$ cat config.mk
export PLATFORM = sky130hd
export DESIGN_NAME = a_to_b_delay_gen
export DESIGN_NICKNAME = d
export VERILOG_FILES = /design/src/rtl/a_to_b_delay_gen.sv
export SDC_FILE = /design/constraint.sdc
export NUM_CORES = 1
export LEC_CHECK = 0
export CAP_MARGIN = 20
export CORE_MARGIN = 8
export CORE_UTILIZATION = 31
export DETAILED_ROUTE_END_ITERATION = 8
export SLEW_MARGIN = 0
export SYNTH_ARGS = -nofsm -noshare
export SYNTH_HDL_FRONTEND = slang
export SYNTH_SLANG_ARGS = --single-unit
$ cat constraint.sdc
create_clock -name clk -period 12.6 [get_ports clk]
set_input_delay 2.52 -clock clk [delete_from_list [all_inputs] [get_ports clk]]
set_output_delay 2.52 -clock clk [all_outputs]
set_load 0.005 [all_outputs]
$ cat src/rtl/a_to_b_delay_gen.sv
// a_to_b_delay_gen: every accepted trigger on `a` yields one `b` pulse
// exactly DELAY clock edges later.
// Overlapping triggers are queued as 8-bit timestamps in a small FIFO.
// Define A2B_DELAY_SVA_EN to compile in the embedded assertions and covers.
module a_to_b_delay_gen #(
    parameter int DELAY = 3,
    parameter int DEPTH = 4
) (
    input  logic                       clk,
    input  logic                       rst,
    input  logic                       a,
    output logic                       b,
    output logic [$clog2(DEPTH+1)-1:0] pending,
    output logic                       full,
    output logic                       overflow
);

    localparam int PW = (DEPTH > 1) ? $clog2(DEPTH) : 1;
    localparam int CW = $clog2(DEPTH + 1);
    localparam logic [7:0]    DLY     = 8'(DELAY);
    localparam logic [CW-1:0] DEPTH_C = CW'(DEPTH);

    logic [7:0]    tick_reg;
    logic [7:0]    mem_reg [DEPTH];
    logic [PW-1:0] head_reg, tail_reg;
    logic [CW-1:0] count_reg;
    logic          b_reg, full_reg, overflow_reg;

    logic [7:0]    age;
    logic          pop, room, push, drop, fresh_head;
    logic [PW-1:0] head_next, tail_next;
    logic [CW-1:0] count_next;
    logic [7:0]    tick_next, head_ts_next, age_next;
    logic          b_next;

    // Pop/push decisions for this edge, plus a look-ahead of whether the
    // head after this edge matures on the next edge.
    // `b` is loaded one edge early so it is visible at the maturing edge
    // while still coming straight from a flop.
    always_comb begin
        age          = tick_reg - mem_reg[head_reg];
        pop          = (count_reg != '0) && (age == DLY);
        room         = (count_reg != DEPTH_C) || pop;
        push         = a && room;
        drop         = a && !room;
        head_next    = pop  ? head_reg + PW'(1) : head_reg;
        tail_next    = push ? tail_reg + PW'(1) : tail_reg;
        count_next   = count_reg + CW'(push) - CW'(pop);
        tick_next    = tick_reg + 8'd1;
        // A trigger pushed into a FIFO that is empty after the pop becomes
        // the new head; its timestamp is not in the array yet.
        fresh_head   = push && (count_reg == CW'(pop));
        head_ts_next = fresh_head ? tick_reg : mem_reg[head_next];
        age_next     = tick_next - head_ts_next;
        b_next       = (count_next != '0) && (age_next == DLY);
    end

    // Timestamp storage, one write-enabled register per entry.
    genvar gi;
    generate
        for (gi = 0; gi < DEPTH; gi++) begin : g_mem
            // Capture the current tick when this entry is the push target.
            always_ff @(posedge clk) begin
                if (!rst && push && (tail_reg == PW'(gi))) begin
                    mem_reg[gi] <= tick_reg;
                end
            end
        end
    endgenerate

    // Tick counter, FIFO pointers and registered status outputs.
    always_ff @(posedge clk) begin
        if (rst) begin
            tick_reg     <= 8'd0;
            head_reg     <= '0;
            tail_reg     <= '0;
            count_reg    <= '0;
            b_reg        <= 1'b0;
            full_reg     <= 1'b0;
            overflow_reg <= 1'b0;
        end else begin
            tick_reg  <= tick_next;
            head_reg  <= head_next;
            tail_reg  <= tail_next;
            count_reg <= count_next;
            b_reg     <= b_next;
            full_reg  <= (count_next == DEPTH_C);
            if (drop) begin
                overflow_reg <= 1'b1;
            end
        end
    end

    assign b        = b_reg;
    assign pending  = count_reg;
    assign full     = full_reg;
    assign overflow = overflow_reg;

`ifdef A2B_DELAY_SVA_EN
    a_to_b_latency: assert property (@(posedge clk) disable iff (rst)
        (a && (!full || b)) |-> ##DELAY b);

    b_has_cause: assert property (@(posedge clk) disable iff (rst)
        b |-> $past(a, DELAY));

    generate
        if (DEPTH >= DELAY) begin : g_no_ovf
            no_overflow: assert property (@(posedge clk) disable iff (rst)
                !overflow);
        end
    endgenerate

    cover_a_to_b: cover property (@(posedge clk) disable iff (rst)
        a ##DELAY b);

    cover_full: cover property (@(posedge clk) disable iff (rst)
        full);
`endif

endmodule

Word-level counts from Yosys, hierarchy flattened
Memory sizes are Yosys's and may differ from the RTL's. A register that Yosys moved wholly into a read port is not among the register bits.
Cells that the tools add are included.
Word-level totals
  bits in registers: 18
  RAM bits: 32
  bits in read-only memories: 0
  bits of input ports: 3
  latch bits: 0
  memories: 1
Cells by class
  eq/ne operators: 8
  multiply operators: 0
  $lt $le $gt $ge: 0
  reductions and logical operators: 19
  mux-type cells: 20
  $add $sub $neg: 7
  shift-type cells: 0
  divide/modulo/power cells: 0
  bitwise gates (word level): 0
Memory list
  mem_reg: depth 4, bits a word 8, rd ports 2, clocked after memory_dff 1, wr ports 1, RTL line 24  | logic [7:0] mem_reg [DEPTH];
Operators with widths (number)
  2-to-1 mux 8 bit: 4
  OR reduction 8 bit: 3
  == test 8 x 2 -> 1 bit, second input constant: 2
  subtractor 8 bit: 2
  2-to-1 mux 1 bit: 11
  logical AND 1 bit: 10
  2-to-1 mux 2 bit: 5
  adder 8 x 1 -> 8 bit, second input constant: 1
  nonzero test 3 bit: 2
  adder 2 x 1 -> 2 bit, second input constant: 2
  == test 2 bit, second input constant: 2
  adder 3 x 1 -> 3 bit: 1
  == test 3 x 1 -> 1 bit: 1
  == test 3 bit, second input constant: 1
  inequality test 3 bit, second input constant: 1
  subtractor 3 x 1 -> 3 bit: 1
  == test 2 x 1 -> 1 bit, second input constant: 1
  zero test 1 bit: 2
  zero test 2 bit: 1
  logical OR 1 bit: 1

Logic depth before layout (Yosys ltp)
  word-level depth: 13
  mapped depth: 24
  mapped depth without buffers: 22

Worst setup path before layout
Ideal clock, no wire load.
  path type: register to register
  start: register head_reg[0]
  end: register b_reg, in the netlist b
  setup slack: 6.843 ns
  cell stages (with the launch flop): 25
  arrival time: 5.688 ns
  clock period less this slack: 5.757 ns
  library setup time: 0.070 ns
  buffers on the path: 3
  cells stage by stage: dfxtp_1 buf_2 buf_1 mux4_2 ha_1 fa_1 nand2b_1 a211oi_1 mux2i_1 a211o_1 nor4_4 buf_2 a31oi_1 o221ai_1 mux2i_1 ha_1 nor2b_1 o21ai_0 nand2b_1 a21o_1 a21oi_1 o21ai_0 xor2_1 or3_1 a21oi_1
Between the ends
  word-level cells in the longest chain between the ends: 7
RTL lines
  from (decl): RTL line 25  | logic [PW-1:0] head_reg, tail_reg;
  from (signal assigned): RTL line 83  | head_reg <= head_next;
  adder 2 x 1 -> 2 bit: RTL line 46  | head_next = pop ? head_reg + PW'(1) : head_reg;
  2-to-1 mux 2 bit (*): RTL line 46
  memory read (4 x 8 bit) (*)
  2-to-1 mux 8 bit (*): RTL line 53  | head_ts_next = fresh_head ? tick_reg : mem_reg[head_next];
  subtractor 8 bit (*): RTL line 54  | age_next = tick_next - head_ts_next;
  == test 8 x 2 -> 1 bit (*): RTL line 55  | b_next = (count_next != '0) && (age_next == DLY);
  logical AND 1 bit (*): RTL line 55
  to (signal assigned): RTL line 86  | b_reg <= b_next;
  to (decl): RTL line 27  | logic b_reg, full_reg, overflow_reg;
Every way passes the cells marked *; elsewhere a longest branch is shown, timed or not.
A chain may end at the register's enable or synchronous reset.

Final worst setup path
Same ends and word-level chain as after synthesis.

==> run_summary.xml <==
<?xml version="1.0" encoding="UTF-8"?>
<metrics>
  <group name="worst_setup_path">
    <metric name="critical_path_buf_inv_count" unit="">3</metric>
    <metric name="regToRegStartpoint" unit="">head_reg[0]</metric>
    <metric name="worstSetupPathDepth" unit="">23</metric>
    <metric name="crit_family" unit="">compound AO/OA/AOI/OAI gates</metric>
    <metric name="worst_path_fanout_max" unit="">23</metric>
    <metric name="setup.worst_path.end_class" unit="">register</metric>
    <metric name="crit_arrival" unit="ns">6.63</metric>
    <metric name="timing.critical_path.from_type" unit="">register</metric>
    <metric name="worst_path_required" unit="ns">12.83</metric>
    <metric name="worst_r2r_path_depth" unit="">23</metric>
    <metric name="worst_path_largest_cell_delay" unit="ns">0.70</metric>
    <metric name="crit_type" unit="">reg2reg</metric>
    <metric name="cell_with_the_largest_stage_delay_on_the_worst_path" unit="">sky130_fd_sc_hd__dfxtp_1</metric>
    <metric name="worst_r2r_endpoint" unit="">b</metric>
    <metric name="sequence_of_cells_on_the_critical_path" unit="">buf_4 -&gt; mux4_2 -&gt; inv_1 -&gt; ha_1 -&gt; a211oi_1 -&gt; o21ai_0 -&gt; a2111oi_0 -&gt; o221ai_1 -&gt; nor4_4 -&gt; buf_6 -&gt; xnor2_1 -&gt; o221ai_1 -&gt; mux2i_1 -&gt; ha_1 -&gt; nor2b_1 -&gt; o21ai_0 -&gt; nand2b_1 -&gt; a21o_1 -&gt; a21oi_1 -&gt; o21ai_0 -&gt; xor2_1 -&gt; or3_1 -&gt; a21oi_1</metric>
    <metric name="timing.critical_path.mode_cell" unit="">sky130_fd_sc_hd__o21ai_0</metric>
    <metric name="regToRegSetupSlack" unit="ns">6.21</metric>
    <metric name="startpoint" unit="">head_reg[0]</metric>
  </group>
  <group name="run_status">
    <metric name="run_status" unit="">finished, final reports clean</metric>
  </group>
  <group name="sta">
    <metric name="total_count_of_max_transition_violations_in_the_final_report" unit="">0</metric>
    <metric name="fmaxAchievable" unit="MHz">156.4</metric>
    <metric name="slew_headroom" unit="">0.5042</metric>
    <metric name="finClkSkew" unit="ns">0.004051</metric>
    <metric name="hold_viol_final" unit="">0</metric>
    <metric name="final.period_utilization" unit="">0.5073</metric>
    <metric name="worstMarginPinSlew" unit="ns">0.7414</metric>
    <metric name="pnr_worst_setup_slack" unit="ns">6.208</metric>
    <metric name="min_period" unit="ns">6.392</metric>
    <metric name="final-setup-viol-count" unit="">0</metric>
    <metric name="grt_setup_unrepaired" unit="">false</metric>
    <metric name="final.setup.tns" unit="ns">0</metric>
    <metric name="timing.hold.ws" unit="ns">0.4694</metric>
  </group>
  <group name="global_route">
    <metric name="global_route.usage.total" unit="">0.1081</metric>
    <metric name="grt_remaining_overflow" unit="">0</metric>
    <metric name="initial_antenna_violation_count" unit="">0</metric>
    <metric name="maximum_number_of_pins_on_one_net_before_global_route_repair" unit="">33</metric>
    <metric name="grt_first_pass_wirelength" unit="um">11510</metric>
    <metric name="grt_pass1_vias" unit="">2206</metric>
  </group>
  <group name="power">
    <metric name="finalPower" unit="uW">406.6</metric>
    <metric name="seq_power_share" unit="">0.486</metric>
    <metric name="share_clk_of_total_power" unit="">0.216</metric>
    <metric name="p_comb_frac" unit="">0.297</metric>
    <metric name="cellLeakagePower" unit="nW">1.286</metric>
    <metric name="irDropWorstVdd" unit="V">0.00007005</metric>
    <metric name="power.share.switching" unit="">0.3140</metric>
    <metric name="power.density" unit="mW/mm^2">117.8</metric>
    <metric name="p_int" unit="uW">278.9</metric>
    <metric name="p_switching" unit="uW">127.7</metric>
  </group>
  <group name="placement">
    <metric name="post-place-ws" unit="ns">5.710</metric>
    <metric name="place.gp.congestion" unit="">0.8066</metric>
    <metric name="port_buffers" unit="">8</metric>
    <metric name="dp_hpwl" unit="um">5046</metric>
    <metric name="detailed_place.area" unit="mm^2">0.003358</metric>
  </group>
  <group name="cts">
    <metric name="clock-root-buffer" unit="">sky130_fd_sc_hd__clkbuf_8</metric>
    <metric name="htree_depth" unit="">2</metric>
    <metric name="clk_pin_slew" unit="ns">0.08</metric>
    <metric name="cts_hold_repair.buffers" unit="">0</metric>
    <metric name="cts_made_buffers" unit="">5</metric>
    <metric name="cts_post_setup_buffers_inserted" unit="">0</metric>
    <metric name="post_cts_resized" unit="">0</metric>
    <metric name="clk_latency_worst_skew_pair" unit="ns">0.30</metric>
    <metric name="clockBufferDepth" unit="">2</metric>
    <metric name="numClockSinks" unit="">50</metric>
    <metric name="clock_tree_from_tritoncts" unit="">done</metric>
  </group>
  <group name="detailed_routing">
    <metric name="drtAntennaViolNets" unit="">0</metric>
    <metric name="drt-vias-per-instance" unit="">5.106</metric>
    <metric name="initialDrtViolationCount" unit="">141</metric>
    <metric name="drt_pre_antenna_iters" unit="">4</metric>
    <metric name="dr_total_vias" unit="">2216</metric>
    <metric name="totalWireLength" unit="um">6788</metric>
    <metric name="drc_errors" unit="">0</metric>
    <metric name="route.detailed.wl_per_inst" unit="um">15.64</metric>
  </group>
  <group name="yosys">
    <metric name="synth_area_leader_cell" unit="">sky130_fd_sc_hd__edfxtp_1</metric>
    <metric name="postSynthNetCount" unit="">323</metric>
    <metric name="synth_seq_area_share" unit="">0.4207</metric>
    <metric name="synth-seq-cells" unit="">50</metric>
    <metric name="dominantRegCellSynth" unit="">sky130_fd_sc_hd__edfxtp_1</metric>
    <metric name="netlist_area" unit="mm^2">0.003141</metric>
    <metric name="synth_edf_count" unit="">32</metric>
    <metric name="synth_area_per_cell" unit="um^2">10.68</metric>
    <metric name="synthArstFlopShare" unit="">0</metric>
    <metric name="syn_inst" unit="">294</metric>
    <metric name="ys.warnings.count" unit="">0</metric>
    <metric name="yosysTopAreaCellShare" unit="">0.3060</metric>
    <metric name="synth.lib_cells_used.distinct" unit="">44</metric>
    <metric name="synth_top_cells_by_area" unit="">sky130_fd_sc_hd__edfxtp_1 31%, sky130_fd_sc_hd__dfxtp_1 11%, sky130_fd_sc_hd__ha_1 9.2%, sky130_fd_sc_hd__mux4_2 6.5%, sky130_fd_sc_hd__mux2i_1 3.5%</metric>
  </group>
  <group name="die">
    <metric name="die_width" unit="um">116.7</metric>
    <metric name="fp.coreArea" unit="mm^2">0.009819</metric>
    <metric name="initial_utilization" unit="">0.3198</metric>
    <metric name="placement_rows" unit="">36</metric>
    <metric name="design.die.area" unit="mm^2">0.01361</metric>
    <metric name="die_y" unit="um">116.7</metric>
    <metric name="ios" unit="">9</metric>
  </group>
  <group name="finish">
    <metric name="nFillCells" unit="">1038</metric>
    <metric name="area_growth_from_synthesis_to_final_layout" unit="%">9.920</metric>
    <metric name="insertedDiodeCount" unit="">0</metric>
    <metric name="drive_above_1_share" unit="">0.07309</metric>
    <metric name="multiInputGateArea" unit="mm^2">0.001693</metric>
    <metric name="finish.instance_area" unit="mm^2">0.003452</metric>
    <metric name="final_nets" unit="">329</metric>
    <metric name="final-seq-area" unit="mm^2">0.001321</metric>
    <metric name="largest_register_ffs" unit="">32</metric>
    <metric name="layout.cells.most_common" unit="">sky130_fd_sc_hd__edfxtp_1</metric>
    <metric name="final_cell_mix" unit="">32 x sky130_fd_sc_hd__edfxtp_1, 25 x sky130_fd_sc_hd__nor2_1, 23 x sky130_fd_sc_hd__ha_1</metric>
  </group>
  <group name="min_path">
    <metric name="hold_path_startpoint" unit="">overflow</metric>
    <metric name="whs_endpoint" unit="">overflow</metric>
    <metric name="worst_hold_path_type" unit="">reg2reg</metric>
    <metric name="whs_path_depth" unit="">2</metric>
  </group>
  <group name="job">
    <metric name="cap_viol_max_count" unit="">0</metric>
  </group>
</metrics>
-- routing by layer --
| metal | track usage | vias to the layer above | part of all wire |
|---|---|---|---|
| li1 | - | 1096 | - |
| met1 | 0.1383 | 1072 | 0.46 |
| met2 | 0.1814 | 38 | 0.48 |
| met3 | 0.01655 | 10 | 0.032 |
| met4 | 0.03754 | 0 | 0.018 |
| met5 | 0 | - | 0 |
-- stage by stage --
stage	utilization	cells
6_report	0.3516	434
5_1_grt	0.3516	434
4_1_cts	0.3504	433
3_5_place_dp	0.3420	425
3_3_place_gp	0.3420	425
2_1_floorplan	-	294
-- cell usage after synthesis, types with 9 or more instances --
| cell | instances |
|---|---|
| sky130_fd_sc_hd__edfxtp_1 | 32 |
| sky130_fd_sc_hd__nor2_1 | 25 |
| sky130_fd_sc_hd__ha_1 | 23 |
| sky130_fd_sc_hd__inv_1 | 20 |
| sky130_fd_sc_hd__dfxtp_1 | 18 |
| sky130_fd_sc_hd__nand2_1 | 15 |
| sky130_fd_sc_hd__nor3b_1 | 12 |
| sky130_fd_sc_hd__o21ai_0 | 12 |
| sky130_fd_sc_hd__mux2i_1 | 11 |
| sky130_fd_sc_hd__o22ai_1 | 11 |
| sky130_fd_sc_hd__xnor2_1 | 10 |
| sky130_fd_sc_hd__clkbuf_1 | 9 |
| sky130_fd_sc_hd__mux4_2 | 9 |
| sky130_fd_sc_hd__xor2_1 | 9 |
-- power by group through the flow --
stage	Clock (mW)	Sequential (mW)	Combinational [mW]
final	0.0879	0.198	0.121
after global routing	0.0976	0.199	0.138
after CTS	0.0909	0.198	0.122
after detailed placement	0	0.201	0.121
after global placement	0	0.201	0.119
after floorplan	0	0.198	0.0894
-- worst register-to-register path: cells and delay by family (launching register included) --
family / cells / cell delay, ns
xor gates and xnor gates: 2 / 0.52
and+or+nand+nor: 4 / 1.02
buffers and inverters: 3 / 0.71
DFF: 1 / 0.70
adders and majority gates: 2 / 0.52
muxes: 2 / 0.75
AOI/OAI and AO/OA: 10 / 2.13
-- how the worst max path moves through the flow --
stage	slack, ns	endpoint
4_1_cts	5.70	b
3_3_place_gp	6.00	b
6_report	6.21	b
5_1_grt	5.65	b
2_1_floorplan	6.84	b
3_5_place_dp	5.71	b
-- cell families after synthesis --
group	after synthesis	share of synthesized area
flip-flops	50	0.4207
XOR/XNOR	19	0.05299
buffers and inverters	33	0.04024
AO/OA/AOI/OAI	56	0.1179
adder cells (fa/ha/maj)	26	0.1108
multiplexers	21	0.1032
AND/OR/NAND/NOR	89	0.1542
-- cell type report --
cell class | count | share of cell area
Clock inverter | 2 | 0.002900
Tap cell | 133 | 0.04821
Inverter | 20 | 0.02175
Sequential cell | 50 | 0.3827
Multi-Input combinational cell | 211 | 0.4904
Clock buffer | 6 | 0.02102
Timing Repair Buffer | 12 | 0.03298
Note: power is estimated with default switching activity, not from simulation.
